===== config.mk =====
export PLATFORM = sky130hd
export DESIGN_NAME = apu_mmio_target
export DESIGN_NICKNAME = d
export VERILOG_FILES = /design/src/rtl/apu_mmio_target.sv
export SDC_FILE = /design/constraint.sdc
export NUM_CORES = 1
export LEC_CHECK = 0
export ABC_AREA = 1
export BUFFER_PORTS_ARGS = -buffer_cell sky130_fd_sc_hd__buf_2
export CORE_MARGIN = 2
export CORE_UTILIZATION = 50
export CTS_BUF_LIST = sky130_fd_sc_hd__clkbuf_8 sky130_fd_sc_hd__clkbuf_16
export CTS_CLUSTER_SIZE = 40
export DETAILED_ROUTE_END_ITERATION = 16
export GPL_ROUTABILITY_DRIVEN = 0
export PLACE_DENSITY = 0.67
export RECOVER_POWER = 100
export SLEW_MARGIN = 30
export SYNTH_ARGS = -nofsm -noshare
export SYNTH_HDL_FRONTEND = slang
export SYNTH_SLANG_ARGS = --single-unit

===== constraint.sdc =====
create_clock -name clk -period 8.15 [get_ports clk]
set_input_delay 0.815 -clock clk [delete_from_list [all_inputs] [get_ports clk]]
set_output_delay 0.815 -clock clk [all_outputs]
set_load 0.005 [all_outputs]

===== src/rtl/apu_mmio_target.sv =====
// rtl/apu_mmio_target.sv - audio unit MMIO target: register bank, sample FIFO and rate timer
module apu_mmio_target #(
  parameter logic [7:0] BASE_TAG   = 8'h09,
  parameter int         FIFO_DEPTH = 16,
  parameter int         SAMPLE_W   = 16
) (
  input  logic                clk,
  input  logic                rst,
  input  logic [31:0]         s_addr,
  input  logic                s_en,
  input  logic                s_we,
  input  logic [31:0]         s_wdata,
  output logic [31:0]         s_rdata,
  output logic                s_rvalid,
  output logic [SAMPLE_W-1:0] sample_out,
  output logic                sample_strobe,
  output logic                irq
);

  localparam int PW = $clog2(FIFO_DEPTH);
  localparam logic [5:0] OFF_CTRL   = 6'h00;
  localparam logic [5:0] OFF_STATUS = 6'h01;
  localparam logic [5:0] OFF_FIFO   = 6'h02;
  localparam logic [5:0] OFF_RATE   = 6'h03;
  localparam logic [5:0] OFF_THRESH = 6'h04;

  logic [SAMPLE_W-1:0] mem [FIFO_DEPTH];
  logic [PW-1:0]       wr_ptr, rd_ptr;
  logic [PW:0]         level;
  logic [7:0]          level8;
  logic                en, ovf, unf;
  logic [15:0]         rate, cnt;
  logic [7:0]          thresh;

  logic       qual, wr, rd, clr, tick, push_req, push, pop;
  logic       fifo_empty, fifo_full, status_wr, rate_wr;
  logic [5:0] off;
  logic [31:0] rd_mux;
  logic       unused_bits;

  assign qual       = s_en && (s_addr[31:24] == BASE_TAG);
  assign off        = s_addr[7:2];
  assign wr         = qual && s_we;
  assign rd         = qual && !s_we;
  assign clr        = wr && (off == OFF_CTRL) && s_wdata[1];
  assign status_wr  = wr && (off == OFF_STATUS);
  assign rate_wr    = wr && (off == OFF_RATE);
  assign fifo_empty = (level == '0);
  assign fifo_full  = (level == (PW+1)'(FIFO_DEPTH));
  assign level8     = 8'(level);
  assign tick       = en && (cnt == rate);
  // A clear wins over a tick in the same cycle so sample_out is left untouched.
  assign pop        = tick && !fifo_empty && !clr;
  assign push_req   = wr && (off == OFF_FIFO) && !clr;
  assign push       = push_req && !fifo_full;
  assign unused_bits = ^{s_addr[23:8], s_addr[1:0], s_wdata};

  always_comb begin
    rd_mux = '0;
    case (off)
      OFF_CTRL:   rd_mux[0]     = en;
      OFF_STATUS: rd_mux[11:0]  = {unf, ovf, fifo_full, fifo_empty, level8};
      OFF_RATE:   rd_mux[15:0]  = rate;
      OFF_THRESH: rd_mux[7:0]   = thresh;
      default:    rd_mux        = '0;
    endcase
  end

  always_ff @(posedge clk) begin
    if (push) mem[wr_ptr] <= s_wdata[SAMPLE_W-1:0];
  end

  always_ff @(posedge clk) begin
    if (rst) begin
      s_rdata       <= '0;
      s_rvalid      <= 1'b0;
      sample_out    <= '0;
      sample_strobe <= 1'b0;
      irq           <= 1'b0;
      wr_ptr        <= '0;
      rd_ptr        <= '0;
      level         <= '0;
      en            <= 1'b0;
      ovf           <= 1'b0;
      unf           <= 1'b0;
      rate          <= '0;
      cnt           <= '0;
      thresh        <= '0;
    end else begin
      s_rvalid      <= rd;
      if (rd) s_rdata <= rd_mux;
      sample_strobe <= pop;
      if (pop) sample_out <= mem[rd_ptr];
      irq           <= en && (level8 <= thresh);

      if (clr) begin
        wr_ptr <= '0;
        rd_ptr <= '0;
        level  <= '0;
      end else begin
        if (push) wr_ptr <= wr_ptr + 1'b1;
        if (pop)  rd_ptr <= rd_ptr + 1'b1;
        if (push && !pop)      level <= level + 1'b1;
        else if (pop && !push) level <= level - 1'b1;
      end

      // Sticky flags: setting events take priority over a software clear.
      if (clr)                          ovf <= 1'b0;
      else if (push_req && fifo_full)   ovf <= 1'b1;
      else if (status_wr && s_wdata[10]) ovf <= 1'b0;

      if (clr)                          unf <= 1'b0;
      else if (tick && fifo_empty)      unf <= 1'b1;
      else if (status_wr && s_wdata[11]) unf <= 1'b0;

      if (!en || clr || rate_wr || tick) cnt <= '0;
      else                               cnt <= cnt + 1'b1;

      if (wr && (off == OFF_CTRL))   en     <= s_wdata[0];
      if (rate_wr)                   rate   <= s_wdata[15:0];
      if (wr && (off == OFF_THRESH)) thresh <= s_wdata[7:0];
    end
  end

endmodule


==> results of run 1 <==
worst max path at each step:
stage                             to  slack [ps]
after detailed placement    level[4]        4210
after CTS                   level[4]        4690
final                     mem[10][0]        3460
after floorplan             level[4]        4890
after global routing      mem[10][0]        3130
after global placement      level[4]        4320
tightest hold or removal path, delay by kind of cell, from the launching register on:
kind	cells	cell delay, ps
AO/OA/AOI/OAI	1	50
flip-flops	1	300
AND/OR/NAND/NOR	1	60
state kept, by name, summed over array words and instances, names as in the netlist:
signal	cells
cnt	16
en	1
irq	1
level	5
mem	256
ovf	1
rate	16
rd_ptr	4
s_rdata	16
s_rvalid	1
sample_out	16
sample_strobe	1
thresh	8
unf	1
wr_ptr	4
where the power goes:
group | internal [mW] | switching (mW) | leakage [nW] | total, mW
registers | 1.89 | 0.0000175 | 3.03 | 1.89
logic | 0.00790 | 0.0384 | 2.46 | 0.0463
clock network | 0.936 | 0.673 | 0.590 | 1.61
metrics by stage:
step,total power [mW],cells,instance area [um^2]
floorplan,1.95,1531,15100
global placement,1.98,1924,15600
CTS,3.57,1989,16800
finish,3.55,1989,16600
detailed placement,1.98,1924,15600
global route,3.64,1989,16600
cells by family (layout without fill, tap and decap cells):
logic type | count (synthesis) | count (layout) | synth area share
and+or+nand+nor | 630 | 630 | 0.171
adders and majority gates | 16 | 16 | 0.0138
DFF | 347 | 347 | 0.634
other | 1 | 16 | 0.000250
AOI/OAI and AO/OA | 305 | 305 | 0.113
xor gates and xnor gates | 19 | 19 | 0.0111
buffers and inverters | 198 | 266 | 0.0575
placed cells by master (no fill, tap or decap), drive strengths merged, types with 4 or more instances in the layout:
master	synthesis	layout
clkinv	1	15
o21ai	169	169
conb	1	16
dfxtp	91	91
nand4	11	11
nand2	246	246
a22oi	4	4
edfxtp	256	256
ha	15	15
inv	111	117
a21oi	68	68
nor3	19	19
o211ai	52	52
o31ai	4	4
nand3	54	54
xor2	18	18
nor2	297	297
clkbuf	39	97
buf	47	35
per-layer routing:
metal	global-route usage	vias up
met3	0.0363	79
met1	0.314	5077
met5	0	-
li1	-	5255
met4	0.0847	0
met2	0.377	370
cell type report:
| cell class | count | area [um^2] | area share |
|---|---|---|---|
| well taps | 390 | 488 | 0.0294 |
| flip-flops and latches | 347 | 9510 | 0.572 |
| repair buffers | 89 | 399 | 0.0240 |
| clock inverters | 22 | 138 | 0.00828 |
| inverters | 112 | 422 | 0.0254 |
| clock buffers | 43 | 1030 | 0.0620 |
| multi-input cells | 986 | 4640 | 0.279 |
==> out/metrics.csv, run 1 <==
metric;value;unit
areal power density over the cells;213;nW/um^2
setup repair after global routing missed its margin;no;
Commonest cells post-synth;nor2_1 (291), edfxtp_1 (256), nand2_1 (245);
register-to-register path setup slack;3640;ps
count of endpoints failing hold in the final timing report;0;
wl on met1;15.4;mm
nature of the critical path endpoint;register;
fraction of final layout cells with drive strength greater than 1;0.0607;
number of max-cap violations;5;
WHS;461;ps
first-iteration detailed-routing DRC count;917;
average footprint of a synthesized cell;9.90;um^2
stage delay of the slowest cell on the critical path;920;ps
placed wire-length estimate after detailed placement;22.5;mm
CTS tree;yes;
first-pass GRT wire length;55.2;mm
first element of the critical path;s_addr[29];
fin crit share;0.576;
worst slack at placement;4210;ps
largest cells by area after synthesis;edfxtp_1 (51%), dfxtp_1 (12%), nor2_1 (7.3%);
Met2 Routed Length;17.0;mm
Worst path depth;8;
utilization after layout;0.562;
hold buffer count at cts;0;
Top FF cell, synth;edfxtp_1;
Antenna Violating Nets Remaining;0;
number of global-route vias before repair;10100;
H-tree lvl count;2;
cell depth of the worst flop-to-flop path;10;
Num CTS Buffers;36;
net total in the final layout;1656;
run status;finished with violations;
max-slew violation total from the final report;135;
type of origin of the critical path;primary input;
share of async-settable or async-resettable flops after synthesis;0;
effective utilization at floorplan;0.508;
die outline width;177;um
HP Start;s_rdata[7];
Cell variety after synth;39;
data arrival time of the worst path;4840;ps
worst path required time;8290;ps
most numerous cell on the critical path;nand2_1;
clock sinks;347;
Clock Skews;20.8;ps
final setup margin;3460;ps
cell chosen for the clock root;clkbuf_16;
total length of routed met3 wires;2.39;mm
highest metal used;met4;
number of antenna violations at the first check in global routing;0;
clock latency on the worst-skew pair;530;ps
dominant cell by count in the synthesized netlist;nor2_1;
Peak VDD IR;167;uV
leftover overflow at the end of global routing;0;
#FFs+latches synth;347;
Synth warnings;0;
boundary pin count;119;
maximum number of pins on one net before global-route repair;99;
total global-route track usage;0.231;
buffers plus inverters on the worst setup path;2;
Crit Path Class;in2reg;
P_leak;6.08;nW
post-CTS clock slew at the launch and capture registers of the worst setup and hold paths;60;ps
class of the tightest hold or removal check;reg2reg;
detailed-router iteration count before antenna repair;7;
standard-cell row count;63;
Routed wire per std cell;18.1;um
Worst Hold Path Cells;2;
number of design rule violations left after detail routing;0;
total negative slack;0;ps
die area;31400;um^2
synthesized instance count;1516;
number of setup buffers added after CTS;0;
start of the worst register-to-register path;rd_ptr[0];
gate family responsible for the most delay along the worst path;simple AND/OR/NAND/NOR gates;
Synth top area share;0.512;
maximum clock insertion buffer count;3;
routed wire length;36.0;mm
crit path time final;4690;ps
area inside the core boundary;29600;um^2
sequential fraction of the synthesis area;0.634;
total number of vias;10800;
worst slew pin tran;2080;ps
die span in y;177;um
slowest cell on the critical path;nor2_1;
Layout area overhead;10.8;%
Max Clock Freq;213;MHz
number of enable-type register cells in the synthesized netlist;256;
post-CTS sizing;0;
Post-Synthesis Cell Area;15000;um^2
biggest fanout along the worst timing path;13;
diodes inserted;0;
violations in the final reports;max-capacitance violations, max-slew violations;
relative max-transition margin;-0.390;
crit-path cells;buf_2, or2_2, nor4_1, nand2_1, nor3_1, nand2_1, nor2_1, clkbuf_1;
worst hold path endpoint;s_rdata[7];
port bufs;68;
Vias per Instance;5.42;
final number of setup-violating endpoints;0;
leading area contributor after synthesis;edfxtp_1;
endpoint of the lowest-slack register-to-register path;sample_out[4];
fill cell count;2586;
No activity file was read; power rests on OpenSTA's default activity.
==> run 2: changes to the inputs <==
Settings changed: PLACE_DENSITY 0.67 to 0.7.
Clock period 8.15 ns to 3.75 ns, I/O delays scaled along.
==> run 2 against run 1 <==
The flow now finishes without violations. Global-route usage up 0.077 points. Sequential power up 120%. Via count is 1.5% higher. Flip-flop and latch count stayed put. Clock power up 120%. Register-to-register slack worse by 2800 ps. Count of clock-buffer cells in the layout fell by 3. Combinational power increased by 130%.
==> out/metrics.csv, run 2 (synthesis results as in run 1) <==
metric;value;unit;change
count of endpoints failing hold in the final timing report;0;;unchanged
total global-route track usage;0.232;;was 0.231
number of max-cap violations;0;;was 5
net switching power;1.54;mW;was 0.711 mW
Peak VDD IR;296;uV;was 167 uV
area inside the core boundary;29600;um^2;unchanged
port bufs;68;;unchanged
data arrival time of the worst path;3240;ps;was 4840 ps
type of origin of the critical path;primary input;;unchanged
Clock Skews;27.8;ps;was 20.8 ps
Cell Area, Placed;15700;um^2;was 15,600 um^2
combined flip-flop and latch cell area;9510;um^2;about the same
most common cell after layout, fill and taps aside;nor2_1;;unchanged
number of design rule violations left after detail routing;0;;unchanged
Vias per Instance;5.48;;was 5.42
fin crit share;0.832;;
part of the power in registers;0.530;;was 0.534
instance count after placement with tap cells included;1932;;was 1,924
total number of vias;10900;;was 10.8k
H-tree lvl count;2;;unchanged
maximum clock insertion buffer count;3;;unchanged
nature of the critical path endpoint;register;;unchanged
non-filler cells, final;1997;;was 1,989
maximum number of pins on one net before global-route repair;88;;was 99
largest register by flop count;mem;;unchanged
highest-count cells in the layout ignoring fill and taps;nor2_1 (280), edfxtp_1 (256), nand2_1 (245), o21ai_0 (168), inv_1 (119);;was nor2_1 (293), edfxtp_1 (256), nand2_1 (246), o21ai_0 (168), inv_1 (112)
busiest metal layer after global routing;met2;;unchanged
multi-input logic area;4690;um^2;was 4640 um^2
global-route met1 utilization;0.315;;was 0.314
relative max-transition margin;0.137;;was -0.390
number of global-route vias before repair;10400;;was 10.1k
clock power share;0.457;;was 0.453
clock sinks;347;;unchanged
flip-flop count of the largest register, all copies and words added;256;;unchanged
slowest cell on the critical path;clkbuf_1;;was nor2_1
first-iteration detailed-routing DRC count;1170;;was 917
met3 Usage GRT;0.0376;;was 0.0363
standard-cell row count;63;;unchanged
fraction of final layout cells with drive strength greater than 1;0.0685;;was 0.0607
Antenna Violating Nets Remaining;0;;unchanged
proportion of power drawn by combinational gates;0.014;;was 0.013
die span in y;177;um;unchanged
fill cell count;2542;;was 2,586
Max Clock Freq;321;MHz;
max-slew violation total from the final report;0;;was 135
Routed wire per std cell;18.2;um;was 18.1 um
die area;31400;um^2;unchanged
boundary pin count;119;;unchanged
net total in the final layout;1665;;was 1,656
stage delay of the slowest cell on the critical path;950;ps;was 920 ps
area of all placed cells without fillers;16700;um^2;was 16,600 um^2
number of antenna violations at the first check in global routing;0;;unchanged
first-pass GRT wire length;56.1;mm;was 55.2 mm
biggest fanout along the worst timing path;16;;was 13
crit path time final;3120;ps;
detailed-router iteration count before antenna repair;5;;was 7
cell chosen for the clock root;clkbuf_16;;unchanged
crit-path cells;buf_2, or2_0, nor4_1, nand2_4, nor3_4, nand2_1, nor2_2, clkbuf_1;;was buf_2, or2_2, nor4_1, nand2_1, nor3_1, nand2_1, nor2_1, clkbuf_1
areal power density over the cells;464;nW/um^2;was 213 nW/um^2
worst slew pin tran;1290;ps;was 2080 ps
CTS tree;yes;;unchanged
class of the tightest hold or removal check;in2reg;;was reg2reg
leftover overflow at the end of global routing;0;;unchanged
post-CTS clock slew at the launch and capture registers of the worst setup and hold paths;60;ps;about the same
Num CTS Buffers;37;;was 36
total negative slack;0;ps;unchanged
hold buffer count at cts;0;;unchanged
Layout area overhead;11.6;%;was 10.8%
met2 routing resource usage after global routing;0.384;;was 0.377
die outline width;177;um;unchanged
Crit Path Class;in2reg;;unchanged
diodes inserted;0;;unchanged
worst path required time;3870;ps;was 8290 ps
placed wire-length estimate after detailed placement;22.6;mm;was 22.5 mm
utilization after layout;0.566;;was 0.562
clock latency on the worst-skew pair;530;ps;about the same
routed wire length;36.3;mm;was 36.0 mm
post-CTS sizing;0;;unchanged
final number of setup-violating endpoints;0;;unchanged
run status;complete, no violations;;was finished with violations
setup repair after global routing missed its margin;no;;unchanged
number of setup buffers added after CTS;0;;unchanged
effective utilization at floorplan;0.508;;unchanged
Sw Share;0.198;;was 0.200
P_leak;6.14;nW;was 6.08 nW
Internal Dissipation;6.23;mW;was 2.84 mW
run 2: cell types whose count changed in the layout (fill, tap and decap cells not counted), moves of 2 or more:
| cell | previous run | this run |
|---|---|---|
| clkinv_2 | 5 | 0 |
| clkbuf_1 | 54 | 58 |
| inv_2 | 1 | 4 |
| bufinv_16 | 1 | 3 |
| clkbuf_8 | 4 | 1 |
| buf_4 | 6 | 10 |
| inv_4 | 2 | 0 |
| nor2_1 | 293 | 280 |
| nor2_2 | 4 | 16 |
| inv_1 | 112 | 119 |
run 2: power by group through the flow:
stage,sequential (mW),combinational (mW),clock [mW]
after floorplan,4.20,0.0452,0
after global placement,4.19,0.106,0
after detailed placement,4.19,0.109,0
after CTS,4.11,0.109,3.59
after global routing,4.11,0.116,3.74
final,4.11,0.106,3.55
run 2: final timing paths:
| kind | from | to | slack, ps | depth (start not counted) |
|---|---|---|---|---|
| worst min register to register | s_rdata[6] | s_rdata[6] | 460 | 2 |
| worst max-delay path | s_addr[29] | mem[0][12] | 630 | 8 |
| worst min-delay path | rst | s_rdata[6] | 180 | 2 |
| worst max register to register | rate[9] | level[4] | 810 | 18 |
run 2: through the flow:
stage / hold slack, ps / total power [mW] / setup slack [ps]
final: 182 / 7.77 / 630
after global routing: 189 / 7.97 / 389
after CTS: 180 / 7.81 / 906
after detailed placement: 458 / 4.30 / 695
after global placement: 449 / 4.30 / 787
after floorplan: 439 / 4.24 / 931
run 2: routing by layer:
| layer | up-vias | wire (um) | share of wire |
|---|---|---|---|
| met4 | 0 | 841 | 0.023 |
| met5 | - | 0 | 0 |
| met1 | 5241 | 15600 | 0.43 |
| met3 | 52 | 2500 | 0.069 |
| met2 | 400 | 17300 | 0.48 |
| li1 | 5253 | - | - |
run 2: layout make-up:
| type | count | area share |
|---|---|---|
| flip-flops and latches | 347 | 0.568 |
| clock buffers | 40 | 0.0591 |
| well taps | 390 | 0.0291 |
| inverters | 112 | 0.0251 |
| multi-input cells | 986 | 0.280 |
| repair buffers | 97 | 0.0271 |
| clock inverters | 25 | 0.0112 |
run 2: worst max-delay path: cells and delay by family:
family	cells	cell delay [ps]
AND/OR/NAND/NOR	6	1790
buffers and inverters	2	1050
==> run 3: changes to the inputs <==
Settings changed: PLACE_DENSITY 0.7 to 0.67.
Clock period 3.75 ns to 2.9 ns, I/O delays scaled along.
==> run 3 against run 2 <==
Non-clock buffer count grew 8. Clock power grew 37%. Critical path depth increased by 10. Sequential power is 29% higher. Highest routed layer unchanged.
==> out/metrics.csv, run 3 (synthesis results as in run 1) <==
metric;value;unit;change
run status;complete, no violations;;unchanged
Clock Skews;23.4;ps;was 27.8 ps
Crit Path Class;reg2reg;;was in2reg
post-CTS clock slew at the launch and capture registers of the worst setup and hold paths;60;ps;about the same
first-pass GRT wire length;56.3;mm;was 56.1 mm
max-slew violation total from the final report;0;;unchanged
biggest fanout along the worst timing path;5;;was 16
Max Clock Freq;376;MHz;
Antenna Violating Nets Remaining;0;;unchanged
final setup margin;244;ps;was 630 ps
Num CTS Buffers;37;;unchanged
proportion of power drawn by combinational gates;0.013;;was 0.014
final number of setup-violating endpoints;0;;unchanged
Vias per Instance;5.43;;was 5.48
die span in y;177;um;unchanged
nature of the critical path endpoint;register;;unchanged
worst slew pin tran;1060;ps;was 1290 ps
number of max-cap violations;0;;unchanged
largest register by flop count;mem;;unchanged
Peak VDD IR;423;uV;was 296 uV
utilization after layout;0.575;;was 0.566
Sw Share;0.190;;was 0.198
placed wire-length estimate after detailed placement;22.5;mm;was 22.6 mm
number of global-route vias before repair;10400;;about the same
number of design rule violations left after detail routing;0;;unchanged
total number of vias;10900;;about the same
highest-count cells in the layout ignoring fill and taps;nor2_1 (286), edfxtp_1 (256), nand2_1 (244), o21ai_0 (168), inv_1 (119);;was nor2_1 (280), edfxtp_1 (256), nand2_1 (245), o21ai_0 (168), inv_1 (119)
effective utilization at floorplan;0.508;;unchanged
most numerous cell on the critical path;nand2_1;;
crit-path cells;inv_1, nand2_1, nand2_1, nor2_1, nand2_1, nor2_1, nand3_1, nor2_4, nand2_1, ha_1, inv_2, ha_4, a21oi_1, nor2_1, o21ai_0, nand3_1, a21oi_1, o21a_1;;was buf_2, or2_0, nor4_1, nand2_4, nor3_4, nand2_1, nor2_2, clkbuf_1
non-filler cells, final;2008;;was 1,997
maximum clock insertion buffer count;3;;unchanged
instance count after placement with tap cells included;1939;;was 1,932
part of the power in registers;0.515;;was 0.530
count of endpoints failing hold in the final timing report;0;;unchanged
H-tree lvl count;2;;unchanged
total negative slack;0;ps;unchanged
data arrival time of the worst path;3120;ps;was 3240 ps
setup repair after global routing missed its margin;no;;unchanged
stage delay of the slowest cell on the critical path;440;ps;was 950 ps
Layout area overhead;13.3;%;was 11.6%
CTS tree;yes;;unchanged
crit path time final;2660;ps;
Worst Hold Path Cells;2;;unchanged
net total in the final layout;1673;;was 1,665
diodes inserted;0;;unchanged
most common cell after layout, fill and taps aside;nor2_1;;unchanged
total global-route track usage;0.235;;was 0.232
die area;31400;um^2;unchanged
start of the worst register-to-register path;rate[10];;was rate[9]
maximum number of pins on one net before global-route repair;148;;was 88
cell depth of the worst flop-to-flop path;18;;unchanged
flip-flop count of the largest register, all copies and words added;256;;unchanged
worst path required time;3370;ps;was 3870 ps
Routed wire per std cell;18.2;um;about the same
Cell Area, Placed;15800;um^2;was 15,700 um^2
clock power share;0.472;;was 0.457
net switching power;1.96;mW;was 1.54 mW
first-iteration detailed-routing DRC count;1074;;was 1,170
register-to-register path setup slack;240;ps;was 810 ps
boundary pin count;119;;unchanged
type of origin of the critical path;register;;was primary input
fin crit share;0.916;;
worst slack at placement;86.3;ps;was 695 ps
die outline width;177;um;unchanged
P_leak;6.34;nW;was 6.14 nW
class of the tightest hold or removal check;in2reg;;unchanged
clock sinks;347;;unchanged
fraction of final layout cells with drive strength greater than 1;0.0884;;was 0.0685
area inside the core boundary;29600;um^2;unchanged
routed wire length;36.5;mm;was 36.3 mm
clock latency on the worst-skew pair;520;ps;was 530 ps
relative max-transition margin;0.294;;was 0.137
termination of the worst setup path;level[4];;was mem[0][12]
first element of the critical path;rate[10];;was s_addr[29]
Internal Dissipation;8.37;mW;was 6.23 mW
WHS;120;ps;was 182 ps
area of all placed cells without fillers;17000;um^2;was 16,700 um^2
detailed-router iteration count before antenna repair;6;;was 5
standard-cell row count;63;;unchanged
endpoint of the lowest-slack register-to-register path;level[4];;unchanged
slowest cell on the critical path;dfxtp_1;;was clkbuf_1
leftover overflow at the end of global routing;0;;unchanged
cell chosen for the clock root;clkbuf_16;;unchanged
number of antenna violations at the first check in global routing;0;;unchanged
total power;10.3;mW;was 7.77 mW
areal power density over the cells;608;nW/um^2;was 464 nW/um^2
port bufs;68;;unchanged
==> run 3: area by class of cell <==
type                       instances  area (um^2)
fill                            2478        12600
sequential                       347         9520
clock buffer                      45         1060
multi-input combinational        986         4710
timing repair buffer             105          586
tap                              390          488
clock inverter                    23          230
inverter                         112          420
==> run 3: per-layer routing <==
| metal | vias up | track usage | wire [um] |
|---|---|---|---|
| li1 | 5286 | - | - |
| met1 | 5194 | 0.312 | 15800 |
| met2 | 348 | 0.394 | 17400 |
| met3 | 66 | 0.0335 | 2220 |
| met4 | 0 | 0.0840 | 1130 |
| met5 | - | 0 | 0 |
==> run 3: worst max-delay path: cells and delay by family (launching register included) <==
kind                       cells  cell delay (ps)
and+or+nand+nor               10              970
AOI/OAI and AO/OA              4              590
DFF                            1              440
adders and majority gates      2              420
buffers and inverters          2              180
==> run 3: what timing repair did <==
item	4_1_cts	5_1_grt
setup endpoints to repair	0	2
resized for setup	0	10
endpoints found under the hold margin	0	0
hold buffers	0	0
setup buffers	0	1
==> run 3: how the worst min path moves through the flow <==
| stage | startpoint | end | slack, ps |
|---|---|---|---|
| 6_report | rst | s_rdata[0] | 120 |
| 5_1_grt | rst | s_rdata[0] | 110 |
| 4_1_cts | rst | s_rdata[0] | 110 |
| 3_5_place_dp | sample_out[8] | sample_out[8] | 450 |
| 3_3_place_gp | sample_out[8] | sample_out[8] | 450 |
| 2_1_floorplan | s_wdata[0] | mem[0][0] | 390 |
==> run 3: power by group through the flow <==
stage | Sequential [mW] | Clock, mW | Combinational [mW]
2_1_floorplan | 5.43 | 0 | 0.0585
3_3_place_gp | 5.42 | 0 | 0.137
4_1_cts | 5.32 | 4.94 | 0.141
6_report | 5.32 | 4.88 | 0.137
3_5_place_dp | 5.42 | 0 | 0.141
5_1_grt | 5.32 | 5.14 | 0.151
